==> src/rtl/lsu_pkg.sv <==
// Shared types and constants for the load/store controller.
package lsu_pkg;

    localparam int unsigned ADDR_W_DEF = 12;

    localparam logic [1:0] SZ_B = 2'b00;
    localparam logic [1:0] SZ_H = 2'b01;
    localparam logic [1:0] SZ_W = 2'b10;

    typedef enum logic [1:0] {
        StIdle,
        StRead,
        StWrite,
        StDone
    } lsu_state_e;

    // Size 2'b11 behaves as a word.
    function automatic logic is_misaligned(logic [1:0] size, logic [1:0] lo);
        return ((size == SZ_H) && lo[0]) || (size[1] && (lo != 2'b00));
    endfunction

endpackage

==> src/rtl/lsu_if.sv <==
// CPU-side request bus and data-memory port of the load/store controller.
interface lsu_if
    import lsu_pkg::*;
#(
    parameter int unsigned ADDR_W = ADDR_W_DEF
);

    logic              req;
    logic              st;
    logic [1:0]        size;
    logic              uns;
    logic [31:0]       addr;
    logic [31:0]       wdata;
    logic              ready;
    logic              done;
    logic              misalign;
    logic [31:0]       rdata;
    logic [ADDR_W-3:0] dm_addr;
    logic              dm_we;
    logic [31:0]       dm_din;
    logic [31:0]       dm_dout;

    modport master (
        output req, st, size, uns, addr, wdata, dm_dout,
        input  ready, done, misalign, rdata, dm_addr, dm_we, dm_din
    );

    modport slave (
        input  req, st, size, uns, addr, wdata, dm_dout,
        output ready, done, misalign, rdata, dm_addr, dm_we, dm_din
    );

endinterface

==> src/rtl/lsu_align.sv <==
// Combinational lane logic: load extract/extend and sub-word store merge.
module lsu_align
    import lsu_pkg::*;
(
    input  logic [31:0] dout,
    input  logic [15:0] wdata,
    input  logic [1:0]  lo,
    input  logic [1:0]  size,
    input  logic        uns,
    output logic [31:0] load_data,
    output logic [31:0] store_data
);

    logic [4:0]  b_sh;
    logic [4:0]  h_sh;
    logic [7:0]  b_lane;
    logic [15:0] h_lane;
    logic [31:0] mask;

    assign b_sh   = {lo, 3'b000};
    assign h_sh   = {lo[1], 4'b0000};
    assign b_lane = 8'(dout >> b_sh);
    assign h_lane = 16'(dout >> h_sh);

    always_comb begin
        load_data  = dout;
        store_data = dout;
        mask       = '0;
        case (size)
            SZ_B: begin
                load_data  = uns ? {24'b0, b_lane} : {{24{b_lane[7]}}, b_lane};
                mask       = 32'h0000_00ff << b_sh;
                store_data = (dout & ~mask) | (32'(wdata[7:0]) << b_sh);
            end
            SZ_H: begin
                load_data  = uns ? {16'b0, h_lane} : {{16{h_lane[15]}}, h_lane};
                mask       = 32'h0000_ffff << h_sh;
                store_data = (dout & ~mask) | (32'(wdata) << h_sh);
            end
            default: ;
        endcase
    end

endmodule

==> src/rtl/lsu_ctrl.sv <==
// Load/store controller: one access per handshake, sub-word stores done as
// read-modify-write, all data-memory outputs registered.
module lsu_ctrl
    import lsu_pkg::*;
#(
    parameter int unsigned ADDR_W = ADDR_W_DEF
) (
    input logic clk,
    input logic rst_n,
    lsu_if.slave bus
);

    lsu_state_e        state_q, state_d;
    logic              st_q, st_d;
    logic [1:0]        size_q, size_d;
    logic [1:0]        lo_q, lo_d;
    logic              uns_q, uns_d;
    logic              mis_q, mis_d;
    logic [15:0]       wdata_q, wdata_d;
    logic [31:0]       rdata_q, rdata_d;
    logic [ADDR_W-3:0] dm_addr_q, dm_addr_d;
    logic              dm_we_q, dm_we_d;
    logic [31:0]       dm_din_q, dm_din_d;
    logic [31:0]       load_data;
    logic [31:0]       store_data;
    logic              unused_addr;

    assign unused_addr = ^{bus.addr[31:ADDR_W], bus.wdata[31:16]};

    lsu_align u_align (
        .dout       (bus.dm_dout),
        .wdata      (wdata_q),
        .lo         (lo_q),
        .size       (size_q),
        .uns        (uns_q),
        .load_data  (load_data),
        .store_data (store_data)
    );

    always_ff @(posedge clk or negedge rst_n) begin
        if (!rst_n) begin
            state_q   <= StIdle;
            st_q      <= 1'b0;
            size_q    <= SZ_B;
            lo_q      <= 2'b00;
            uns_q     <= 1'b0;
            mis_q     <= 1'b0;
            wdata_q   <= '0;
            rdata_q   <= '0;
            dm_addr_q <= '0;
            dm_we_q   <= 1'b0;
            dm_din_q  <= '0;
        end else begin
            state_q   <= state_d;
            st_q      <= st_d;
            size_q    <= size_d;
            lo_q      <= lo_d;
            uns_q     <= uns_d;
            mis_q     <= mis_d;
            wdata_q   <= wdata_d;
            rdata_q   <= rdata_d;
            dm_addr_q <= dm_addr_d;
            dm_we_q   <= dm_we_d;
            dm_din_q  <= dm_din_d;
        end
    end

    always_comb begin
        state_d   = state_q;
        st_d      = st_q;
        size_d    = size_q;
        lo_d      = lo_q;
        uns_d     = uns_q;
        mis_d     = mis_q;
        wdata_d   = wdata_q;
        rdata_d   = rdata_q;
        dm_addr_d = dm_addr_q;
        dm_we_d   = dm_we_q;
        dm_din_d  = dm_din_q;
        unique case (state_q)
            StIdle: begin
                if (bus.req) begin
                    st_d      = bus.st;
                    size_d    = bus.size;
                    lo_d      = bus.addr[1:0];
                    uns_d     = bus.uns;
                    wdata_d   = bus.wdata[15:0];
                    dm_addr_d = bus.addr[ADDR_W-1:2];
                    mis_d     = is_misaligned(bus.size, bus.addr[1:0]);
                    // Misaligned accesses idle through READ to keep a 3-cycle turnaround.
                    if (!mis_d && bus.st && bus.size[1]) begin
                        dm_din_d = bus.wdata;
                        dm_we_d  = 1'b1;
                        state_d  = StWrite;
                    end else begin
                        state_d  = StRead;
                    end
                end
            end
            StRead: begin
                if (mis_q) begin
                    state_d = StDone;
                end else if (!st_q) begin
                    rdata_d = load_data;
                    state_d = StDone;
                end else begin
                    dm_din_d = store_data;
                    dm_we_d  = 1'b1;
                    state_d  = StWrite;
                end
            end
            StWrite: begin
                dm_we_d = 1'b0;
                state_d = StDone;
            end
            StDone: begin
                mis_d   = 1'b0;
                state_d = StIdle;
            end
            default: state_d = StIdle;
        endcase
    end

    assign bus.ready    = (state_q == StIdle);
    assign bus.done     = (state_q == StDone);
    assign bus.misalign = mis_q && (state_q == StDone);
    assign bus.rdata    = rdata_q;
    assign bus.dm_addr  = dm_addr_q;
    assign bus.dm_we    = dm_we_q;
    assign bus.dm_din   = dm_din_q;

endmodule

==> src/flat_wrapper.sv <==
// flat-port wrapper written by rule: the top's interface ports become plain ports
module lsu_ctrl_flat import lsu_pkg::*;
#(
    parameter int unsigned ADDR_W = ADDR_W_DEF
)
  (clk, rst_n, bus_req, bus_st, bus_size, bus_uns, bus_addr, bus_wdata, bus_dm_dout, bus_ready, bus_done, bus_misalign, bus_rdata, bus_dm_addr, bus_dm_we, bus_dm_din);
  lsu_if #(.ADDR_W(ADDR_W)) bus_i ();
  input logic clk;
  input logic rst_n;
  input wire logic [$bits(bus_i.req)-1:0] bus_req;
  input wire logic [$bits(bus_i.st)-1:0] bus_st;
  input wire logic [$bits(bus_i.size)-1:0] bus_size;
  input wire logic [$bits(bus_i.uns)-1:0] bus_uns;
  input wire logic [$bits(bus_i.addr)-1:0] bus_addr;
  input wire logic [$bits(bus_i.wdata)-1:0] bus_wdata;
  input wire logic [$bits(bus_i.dm_dout)-1:0] bus_dm_dout;
  output wire logic [$bits(bus_i.ready)-1:0] bus_ready;
  output wire logic [$bits(bus_i.done)-1:0] bus_done;
  output wire logic [$bits(bus_i.misalign)-1:0] bus_misalign;
  output wire logic [$bits(bus_i.rdata)-1:0] bus_rdata;
  output wire logic [$bits(bus_i.dm_addr)-1:0] bus_dm_addr;
  output wire logic [$bits(bus_i.dm_we)-1:0] bus_dm_we;
  output wire logic [$bits(bus_i.dm_din)-1:0] bus_dm_din;
  assign bus_i.req = bus_req;
  assign bus_i.st = bus_st;
  assign bus_i.size = bus_size;
  assign bus_i.uns = bus_uns;
  assign bus_i.addr = bus_addr;
  assign bus_i.wdata = bus_wdata;
  assign bus_i.dm_dout = bus_dm_dout;
  assign bus_ready = bus_i.ready;
  assign bus_done = bus_i.done;
  assign bus_misalign = bus_i.misalign;
  assign bus_rdata = bus_i.rdata;
  assign bus_dm_addr = bus_i.dm_addr;
  assign bus_dm_we = bus_i.dm_we;
  assign bus_dm_din = bus_i.dm_din;
  lsu_ctrl #(.ADDR_W(ADDR_W)) u_core (.clk(clk), .rst_n(rst_n), .bus(bus_i));
endmodule
==> config.mk <==
export PLATFORM = sky130hd
export DESIGN_NAME = lsu_ctrl_flat
export DESIGN_NICKNAME = d
export VERILOG_FILES = /design/src/rtl/lsu_pkg.sv /design/src/rtl/lsu_if.sv /design/src/rtl/lsu_align.sv /design/src/rtl/lsu_ctrl.sv /design/src/flat_wrapper.sv
export SDC_FILE = /design/constraint.sdc
export NUM_CORES = 1
export LEC_CHECK = 0
export CAP_MARGIN = 20
export CORE_MARGIN = 2
export CORE_UTILIZATION = 45
export CTS_CLUSTER_DIAMETER = 60
export DETAILED_ROUTE_END_ITERATION = 16
export DONT_BUFFER_PORTS = 1
export PLACE_DENSITY_LB_ADDON = 0.25
export SYNTH_ARGS = -nofsm -noshare
export SYNTH_HDL_FRONTEND = slang
export SYNTH_SLANG_ARGS = --single-unit
export TNS_END_PERCENT = 20
==> constraint.sdc <==
create_clock -name clk -period 2.2 [get_ports clk]
set_input_delay 0.33 -clock clk [delete_from_list [all_inputs] [get_ports clk]]
set_output_delay 0.33 -clock clk [all_outputs]
set_load 0.05 [all_outputs]
==> flow_metrics.env <==
export IMPL_status="complete, but fails checks"
export IMPL_violations="hold timing"
export IMPL_start_kind="register"
export IMPL_required_ps=2430
export IMPL_place_congestion=0.8765
export IMPL_hpwl_mm=10.93
export IMPL_dieArea_um2=12540
export IMPL_wl_per_cell_um=23.44
export IMPL_holdWs_ps=-329.7
export IMPL_finalSetupViolCount=0
export IMPL_h_tree_depth=3
export IMPL_synthSimpleGateAreaFrac_pct=14.72
export IMPL_synth_edf_count=0
export IMPL_rsz0062_at_grt="no"
export IMPL_tritoncts="built"
export IMPL_fin_crit_ps=2056
export IMPL_timing_fmax_mhz=486.3
export IMPL_grt_max_degree=101
export IMPL_skew_ps=10.02
export IMPL_first_global_vias=4036
export IMPL_reg2reg_depth=7
export IMPL_hold_viol_final=100
export IMPL_syn_inst=506
export IMPL_ys_seq_elements=100
export IMPL_ys_warn_count=0
export IMPL_reg2reg_from="u_core.state_q[1]"
export IMPL_pre_cts_slack_ps=-8.192
export IMPL_crit_top_cell="a21oi_1"
export IMPL_relSlewSlack_pct=55.57
export IMPL_portBuffers=0
export IMPL_drc_errors=0
export IMPL_initial_utilization_pct=45.93
export IMPL_synth_area_mux_share_pct=15.00
export IMPL_vias=4095
export IMPL_drive_gt1_share_pct=20.48
export IMPL_wl_mm=15.14
export IMPL_critPathSlowestCell="or3_1"
export IMPL_finalCritPeriodShare_pct=93.48
export IMPL_syn_nets=614
export IMPL_synthAdderAreaFrac_pct=1.193
export IMPL_diodes=0
export IMPL_ys_flop_type="dfrtp_1"
export IMPL_hold_path_class="in2async"
export IMPL_postCtsSetupBuffers=0
export IMPL_synth_top_family_by_area="compound AO/OA/AOI/OAI gates"
export IMPL_fp_dieW_um=112.0
export IMPL_firstDrtPassIters=8
export IMPL_cp_num_buf_inv=3
export IMPL_syn_area_per_cell_um2=10.37
export IMPL_cts_sinks=100
export IMPL_via_per_inst=6.339
export IMPL_crit_type="reg2reg"
export IMPL_critPathArrivalTime_ps=2290
export IMPL_cts_max_path_buffers=2
export IMPL_r2r_setup_slack_ps=140
export IMPL_ys_seq_area_share_pct=47.71
export IMPL_die_h_um=112.0
export IMPL_syn_area_um2=5245
export IMPL_drv_slew=0
export IMPL_ys_types=49
export IMPL_nets=607
export IMPL_antenna_found_initial=0
export IMPL_area_growth_pct=9.375
export IMPL_boundaryPins=181
export IMPL_worst_pin_slew_ps=664.0
export IMPL_slowest_delay_ps=430
export IMPL_r2r_end="u_core.bus.rdata[1]"
export IMPL_num_rows=39
export IMPL_cts_root_buf="clkbuf_16"
export IMPL_crit_path_cell_trace="inv_1 > ha_2 > inv_2 > or3_1 > buf_4 > a21oi_1 > a21oi_1"
export IMPL_path_clk_slew_ps=70
export IMPL_cts_buffers=9
export IMPL_track_usage_pct=24.24
export IMPL_clock_latency_ps=350
export IMPL_antenna_left=0
export IMPL_async_flop_share_pct=100.0
export IMPL_grt_pass1_wl_mm=23.54
export IMPL_crit_fanout=23
export IMPL_synth_compound_area_share_pct=15.98
export IMPL_end_kind="register"
export IMPL_synthXorXnorAreaFrac_pct=0
export IMPL_max_cap_violations=0
export IMPL_dr_first_iter_drc_count=464
export IMPL_final_setup_worst_slack_ps=143.5
export IMPL_gr_total_overflow=0
export IMPL_path_delay_family="buffers and inverters"
export IMPL_core_um2=11420
## registers in the layout, indices dropped and copies added, names as in the netlist
name,flops
u_core.bus.dm_addr,10
u_core.st_q,1
u_core.size_q,2
u_core.uns_q,1
u_core.bus.dm_din,32
u_core.state_q,2
u_core.wdata_q,16
u_core.bus.dm_we,1
u_core.bus.rdata,32
u_core.lo_q,2
u_core.mis_q,1
## what timing repair did
item | CTS | global route
setup endpoints to repair | 4 | 0
endpoints found under the hold margin | 100 | 100
gates resized for setup | 1 | 0
## logic make-up (layout without fill, tap and decap cells)
logic type	Yosys count	in the layout
fa+ha+maj	5	5
compound gates	112	112
buf+inv	64	61
flops	100	100
simple gates	156	156
mux	69	69
## cell type report
cell class                 instances  area [um2]
tap                              143       178.9
inverter                          25       93.84
multi-input combinational        342        2474
sequential                       100        2502
fill                            1027        5682
timing repair buffer              21       195.2
clock inverter                     4       50.05
clock buffer                      11       242.7
## worst max path at each step
stage	slack [ps]	cells after the start	startpoint	end
after floorplan	20	7	u_core.state_q[0]	u_core.bus.dm_din[22]
after global placement	60	6	u_core.state_q[1]	u_core.bus.dm_din[15]
after detailed placement	-8	6	u_core.state_q[1]	u_core.bus.dm_din[15]
after CTS	160	7	u_core.state_q[0]	u_core.bus.dm_din[18]
after global routing	5	7	u_core.state_q[1]	u_core.bus.rdata[5]
final	140	7	u_core.state_q[1]	u_core.bus.rdata[1]
## worst reg2reg max path: cells and delay by family (launching register included)
| kind | cells | cell delay, ps |
|---|---|---|
| adders and majority gates | 1 | 320 |
| AOI/OAI and AO/OA | 2 | 240 |
| buffers and inverters | 3 | 540 |
| DFF | 1 | 410 |
| and+or+nand+nor | 1 | 430 |
## cell usage in the layout, fill, tap and decap left out, types with 2 or more instances in the layout
master        n
a211oi_1      2
a21o_1       10
a21oi_1      26
a221o_1      11
a222oi_1      7
a22o_1       15
a22oi_1       7
and2_1        2
buf_12        3
buf_4        18
clkbuf_16     9
clkinvlp_4    2
dfrtp_1     100
ha_1          4
inv_1        23
mux2_2       56
mux2_4        2
mux2i_1      10
nand2_1      51
nand2b_1      4
nand3_1      39
nand3b_1      2
nand4_1      14
nor2_1       21
nor2_2        2
nor2b_1      11
nor3_1        2
nor3_2        2
o21ai_0      10
o221ai_1     14
## synth_stat cells, types with 7 or more instances
cell type | instances | area, um2
dfrtp_1 | 100 | 2502
mux2_2 | 56 | 630.6
nand2_1 | 51 | 191.4
nand3_1 | 39 | 195.2
a21oi_1 | 26 | 130.1
clkbuf_1 | 23 | 86.33
inv_1 | 23 | 86.33
nor2_1 | 21 | 78.83
a22o_1 | 15 | 131.4
nand4_1 | 14 | 87.58
o221ai_1 | 14 | 122.6
a221o_1 | 11 | 110.1
nor2b_1 | 11 | 68.82
a21o_1 | 10 | 75.07
mux2i_1 | 10 | 100.1
o21ai_0 | 10 | 50.05
a222oi_1 | 7 | 70.07
a22oi_1 | 7 | 52.55
## routing by layer
layer	share of wire (%)	track usage, %	vias up
li1	-	-	1836
met1	41	33.08	2019
met2	45	35.56	221
met3	12	9.799	19
met4	1.7	7.642	0
met5	0	0	-
## stage by stage
| stage | setup TNS, ps | hold slack (ps) | cells | instance area [um2] | utilization (%) |
|---|---|---|---|---|---|
| floorplan | 0 | 34.41 | 506 | 5245 | - |
| global placement | 0 | 39.36 | 631 | 5439 | 47.63 |
| detailed placement | -8.192 | 39.06 | 631 | 5439 | 47.63 |
| CTS | 0 | -335.3 | 646 | 5737 | 50.24 |
| global route | 0 | -340.9 | 646 | 5737 | 50.24 |
| finish | 0 | -329.7 | 646 | 5737 | 50.24 |
Power is left out: the tool's default activity adds up to more than one toggle a clock period on the data nets, which glitch-free logic cannot reach.
